### config.mk
export PLATFORM = sky130hd
export DESIGN_NAME = id_stage
export DESIGN_NICKNAME = d
export VERILOG_FILES = /design/src/rtl/id_stage.sv
export SDC_FILE = /design/constraint.sdc
export NUM_CORES = 1
export LEC_CHECK = 0
export BUFFER_PORTS_ARGS = -buffer_cell sky130_fd_sc_hd__buf_2
export CAP_MARGIN = 20
export CORE_MARGIN = 2
export CORE_UTILIZATION = 52
export CTS_CLUSTER_SIZE = 16
export DETAILED_ROUTE_END_ITERATION = 7
export PLACE_DENSITY_LB_ADDON = 0.08
export SYNTH_ARGS = -nofsm -noshare
export SYNTH_HDL_FRONTEND = slang
export SYNTH_SLANG_ARGS = --single-unit
### constraint.sdc
create_clock -name clk -period 6.7 [get_ports clk]
set_input_delay 0.335 -clock clk [delete_from_list [all_inputs] [get_ports clk]]
set_output_delay 0.335 -clock clk [all_outputs]
set_load 0.1 [all_outputs]
### src/rtl/id_stage.sv
// rtl/id_stage.sv - decode stage: IF/ID latch, 8x16 register file with write bypass,
// load-use stall detection and registered ID/EX outputs.
module id_stage #(
   parameter logic [15:0] NOP_INSTR = 16'h0000
) (
   input  logic        clk,
   input  logic        rst,
   input  logic [15:0] instr_if,
   input  logic [15:0] pc_next_if,
   input  logic        flush,
   input  logic        ex_mem_read,
   input  logic [2:0]  ex_rd,
   input  logic        wb_we,
   input  logic [2:0]  wb_addr,
   input  logic [15:0] wb_data,
   output logic        pc_we,
   output logic        id_valid,
   output logic [3:0]  id_opcode,
   output logic [2:0]  id_rd,
   output logic [2:0]  id_funct,
   output logic [15:0] id_rs_data,
   output logic [15:0] id_rt_data,
   output logic [15:0] id_imm,
   output logic [15:0] id_pc_next
);

   logic [15:0] ifid_instr;
   logic [15:0] ifid_pc_next;
   logic        ifid_valid;

   logic [15:0] regs [0:7];

   logic [3:0]  opcode;
   logic [2:0]  rd;
   logic [2:0]  rs;
   logic [2:0]  rt;
   logic [2:0]  funct;
   logic [5:0]  imm6;

   logic        uses_rs;
   logic        uses_rt;
   logic        stall;
   logic        wb_active;
   logic [15:0] rs_data;
   logic [15:0] rt_data;

   assign opcode = ifid_instr[15:12];
   assign rd     = ifid_instr[11:9];
   assign rs     = ifid_instr[8:6];
   assign rt     = ifid_instr[5:3];
   assign funct  = ifid_instr[2:0];
   assign imm6   = ifid_instr[5:0];

   // R-type (opcode 0) reads rs and rt, I-type (1-7) reads rs only, 8-15 read nothing.
   assign uses_rs = (opcode[3] == 1'b0);
   assign uses_rt = (opcode == 4'd0);

   // A load in EX whose result the instruction in ID needs cannot be forwarded in time.
   assign stall = ex_mem_read && ifid_valid && (ex_rd != 3'd0) &&
                  ((uses_rs && (ex_rd == rs)) || (uses_rt && (ex_rd == rt)));

   assign pc_we = ~stall | flush;

   assign wb_active = wb_we && (wb_addr != 3'd0);

   always_comb begin
      rs_data = '0;
      if (rs != 3'd0) begin
         if (wb_active && (wb_addr == rs)) begin
            rs_data = wb_data;
         end else begin
            rs_data = regs[rs];
         end
      end
   end

   always_comb begin
      rt_data = '0;
      if (rt != 3'd0) begin
         if (wb_active && (wb_addr == rt)) begin
            rt_data = wb_data;
         end else begin
            rt_data = regs[rt];
         end
      end
   end

   always_ff @(posedge clk or posedge rst) begin
      if (rst) begin
         for (int i = 0; i < 8; i++) begin
            regs[i] <= '0;
         end
      end else if (wb_active) begin
         regs[wb_addr] <= wb_data;
      end
   end

   // Flush wins over stall; a stall simply holds the latch.
   always_ff @(posedge clk or posedge rst) begin
      if (rst) begin
         ifid_instr   <= NOP_INSTR;
         ifid_pc_next <= '0;
         ifid_valid   <= 1'b0;
      end else if (flush) begin
         ifid_instr   <= NOP_INSTR;
         ifid_pc_next <= '0;
         ifid_valid   <= 1'b0;
      end else if (pc_we) begin
         ifid_instr   <= instr_if;
         ifid_pc_next <= pc_next_if;
         ifid_valid   <= 1'b1;
      end
   end

   always_ff @(posedge clk or posedge rst) begin
      if (rst) begin
         id_valid   <= 1'b0;
         id_opcode  <= '0;
         id_rd      <= '0;
         id_funct   <= '0;
         id_rs_data <= '0;
         id_rt_data <= '0;
         id_imm     <= '0;
         id_pc_next <= '0;
      end else if (flush || stall) begin
         id_valid   <= 1'b0;
         id_opcode  <= '0;
         id_rd      <= '0;
         id_funct   <= '0;
         id_rs_data <= '0;
         id_rt_data <= '0;
         id_imm     <= '0;
         id_pc_next <= '0;
      end else begin
         id_valid   <= ifid_valid;
         id_opcode  <= opcode;
         id_rd      <= rd;
         id_funct   <= funct;
         id_rs_data <= rs_data;
         id_rt_data <= rt_data;
         id_imm     <= {{10{imm6[5]}}, imm6};
         id_pc_next <= ifid_pc_next;
      end
   end

endmodule

==> flow_summary.ini <==
[clocking]
root_buffer = clkbuf_16
cts_resized = 0
clk_pin_slew_ns = 0.06
cts_tree = built
clk_path_buf_depth = 3
h-tree-depth = 1
cts_made_buffers = 25
holdBufCountCts = 0
clock_sinks = 223
insertion_delay_ns = 0.52
cts_setup_buffers = 0

[yosys]
async_reset_ff_share_pct = 100
seq_area_frac_synth_pct = 53.1
yosys-top-cells-area = dfrtp_1, mux2_2, mux4_2
synth-edff-count = 0
yosys.area.top_type = dfrtp_1
synth_common_cells = dfrtp_1, mux2_2, mux2i_1
ys.warnings.count = 0
synth.distinct_cells = 33
synth.ff_latch_count = 223
synth-main-ff-cell = dfrtp_1
synth_cells = 708
syn_area_mm2 = 0.0105
syn_nets = 767
yosysMostFrequentCell = dfrtp_1
synth_top_area_share_pct = 53.1
synth.avg_cell_area_um2 = 14.8

[routing]
drc = 0
ant_nets = 0
viasPerCell = 5.68
vias = 6188
post_drt_wl_per_cell_um = 21.9
drtIter0Drc = 299
first_pass_iters = 6
drt_wl_total_mm = 23.9

[job]
drv_cap = 0

[pwr]
ir_drop_mv = 0.202
p_total_uw = 3700
power_density_mw_per_mm2 = 307
leakagePower_uw = 0.00573

[floorplanning]
core_area_mm2 = 0.0197
die_y_um = 146
die_w_um = 146
start_util_pct = 53.5
die_area_mm2 = 0.0214
ios = 135
num_rows = 51

[sta]
period_share_pct = 46.8
fin_crit_ns = 3.14
slew_viol_final = 0
fmax_mhz = 319
tightest_slew_ns = 0.969
setup_viol = 0
fin_setup_tns_ns = 0
rsz0062_at_grt = no
finalClockSkew_ns = 0.0156
slew_headroom_pct = 35.2
hold_viol_final = 0

[placed_design]
portBuffers = 134
hpwl_mm = 14.4
gp_congestion = 0.720

[setup_path]
path_cells = xor2_1 -> nor4_1 -> o21ai_4 -> nand2b_1 -> buf_2
startpoint_type = register
critical_path.top_delay_family = flip-flops
reg2reg_from = ifid_instr[5]
slowest_stage = dfrtp_1
end_kind = primary output
critPathBufInv = 1
slowest_delay_ns = 0.71
required_ns = 6.36
r2r_end = ifid_instr[3]
rrSetupSlack_ns = 4.03
path_class = reg2out
rr_worst_depth = 6
crit_fanout = 30
cp.arrival_ns = 2.80

[global_routing]
grt_pass1_wl_mm = 38.3
antenna_found_initial = 0
grt_pass1_vias = 6708
grt_usage_pct = 22.9
grt_max_degree = 141
grt-ovfl-total = 0

[final_layout]
num_antenna_cells = 0
fillers = 1548
area_growth_pct = 14.7
drive_gt1_share_pct = 49.5
layout.nets = 867

[status]
outcome = completed

[worst_hold_path]
worstHoldPathType = in2async
## report_power, final
group | internal (µW) | switching, µW
sequential | 1530 | 123
combinational | 341 | 428
clock | 751 | 524
## flip-flops by register name, summed over array words and instances (netlist names), 3 cells and up
register,count
id_imm,6
ifid_instr,16
ifid_pc_next,16
id_rs_data,16
id_rd,3
id_opcode,4
id_pc_next,16
regs,128
id_rt_data,16
## worst reg2reg max path, delay by kind of cell (launching register included)
| kind | cells | cell delay (ns) |
|---|---|---|
| xor gates and xnor gates | 1 | 0.19 |
| DFF | 1 | 0.71 |
| and+or+nand+nor | 2 | 0.15 |
| muxes | 1 | 0.27 |
| AOI/OAI and AO/OA | 1 | 0.69 |
| buffers and inverters | 1 | 0.52 |
## per-layer routing
metal  wire length, µm  vias up  global-route usage [%]
met2             11700      138                    37.3
met1             10600     3235                    32.5
met5                 0        -                       0
li1                  -     2770                       -
met3               869       45                    3.34
met4               648        0                    6.80
## through the flow
step	cell area (µm²)	utilization, %	hold slack [ns]	std cells	setup WS, ns
3_3_place_gp	11200	57.2	0.378	1045	4.12
5_1_grt	12000	61.3	0.0655	1089	3.32
2_1_floorplan	10500	-	0.441	708	0.259
6_report	12000	61.3	0.00287	1089	3.56
4_1_cts	12000	61.2	0.0567	1088	3.54
3_5_place_dp	11200	57.2	0.383	1045	4.02
## cells by family after synthesis
logic type / count (synthesis) / share of synthesized area [%]
buffers and inverters: 82 / 4.39
AOI/OAI and AO/OA: 7 / 0.786
DFF: 223 / 53.1
xor gates and xnor gates: 10 / 0.834
muxes: 271 / 35.4
and+or+nand+nor: 115 / 5.49
## cells in the final DEF, fill, tap and decap left out, types with 3 or more instances in the layout
master / netlist / routed
dfrtp_1: 223 / 220
mux2_2: 144 / 144
buf_2: 23 / 134
mux2i_1: 63 / 63
nor2_1: 62 / 62
mux4_2: 58 / 58
and3_1: 30 / 30
clkbuf_16: 0 / 25
buf_4: 21 / 18
xor2_1: 6 / 6
mux4_1: 6 / 6
clkbuf_8: 0 / 6
clkbuf_1: 30 / 5
clkinv_2: 0 / 5
nand2_1: 4 / 4
xnor2_1: 4 / 4
nand4b_1: 3 / 3
nor3_1: 3 / 3
dfrtp_2: 0 / 3
## worst max path at each step
stage | startpoint | to | cells after the start
global route | ifid_instr[3] | pc_we | 6
finish | ifid_instr[5] | pc_we | 5
detailed placement | ifid_instr[5] | ifid_instr[3] | 6
CTS | ifid_instr[5] | pc_we | 5
floorplan | rst | id_imm[0] | 1
global placement | ifid_instr[4] | id_rt_data[15] | 6
## cell type report
| cell class | count | area, µm² | share of cell area (%) |
|---|---|---|---|
| well taps | 265 | 332 | 2.75 |
| clock inverters | 7 | 45.0 | 0.374 |
| clock buffers | 36 | 727 | 6.03 |
| repair buffers | 153 | 833 | 6.92 |
| inverters | 2 | 15.0 | 0.125 |
| flip-flops and latches | 223 | 5580 | 46.4 |
| multi-input cells | 403 | 4510 | 37.4 |
Power figures use the tool's default switching activity.
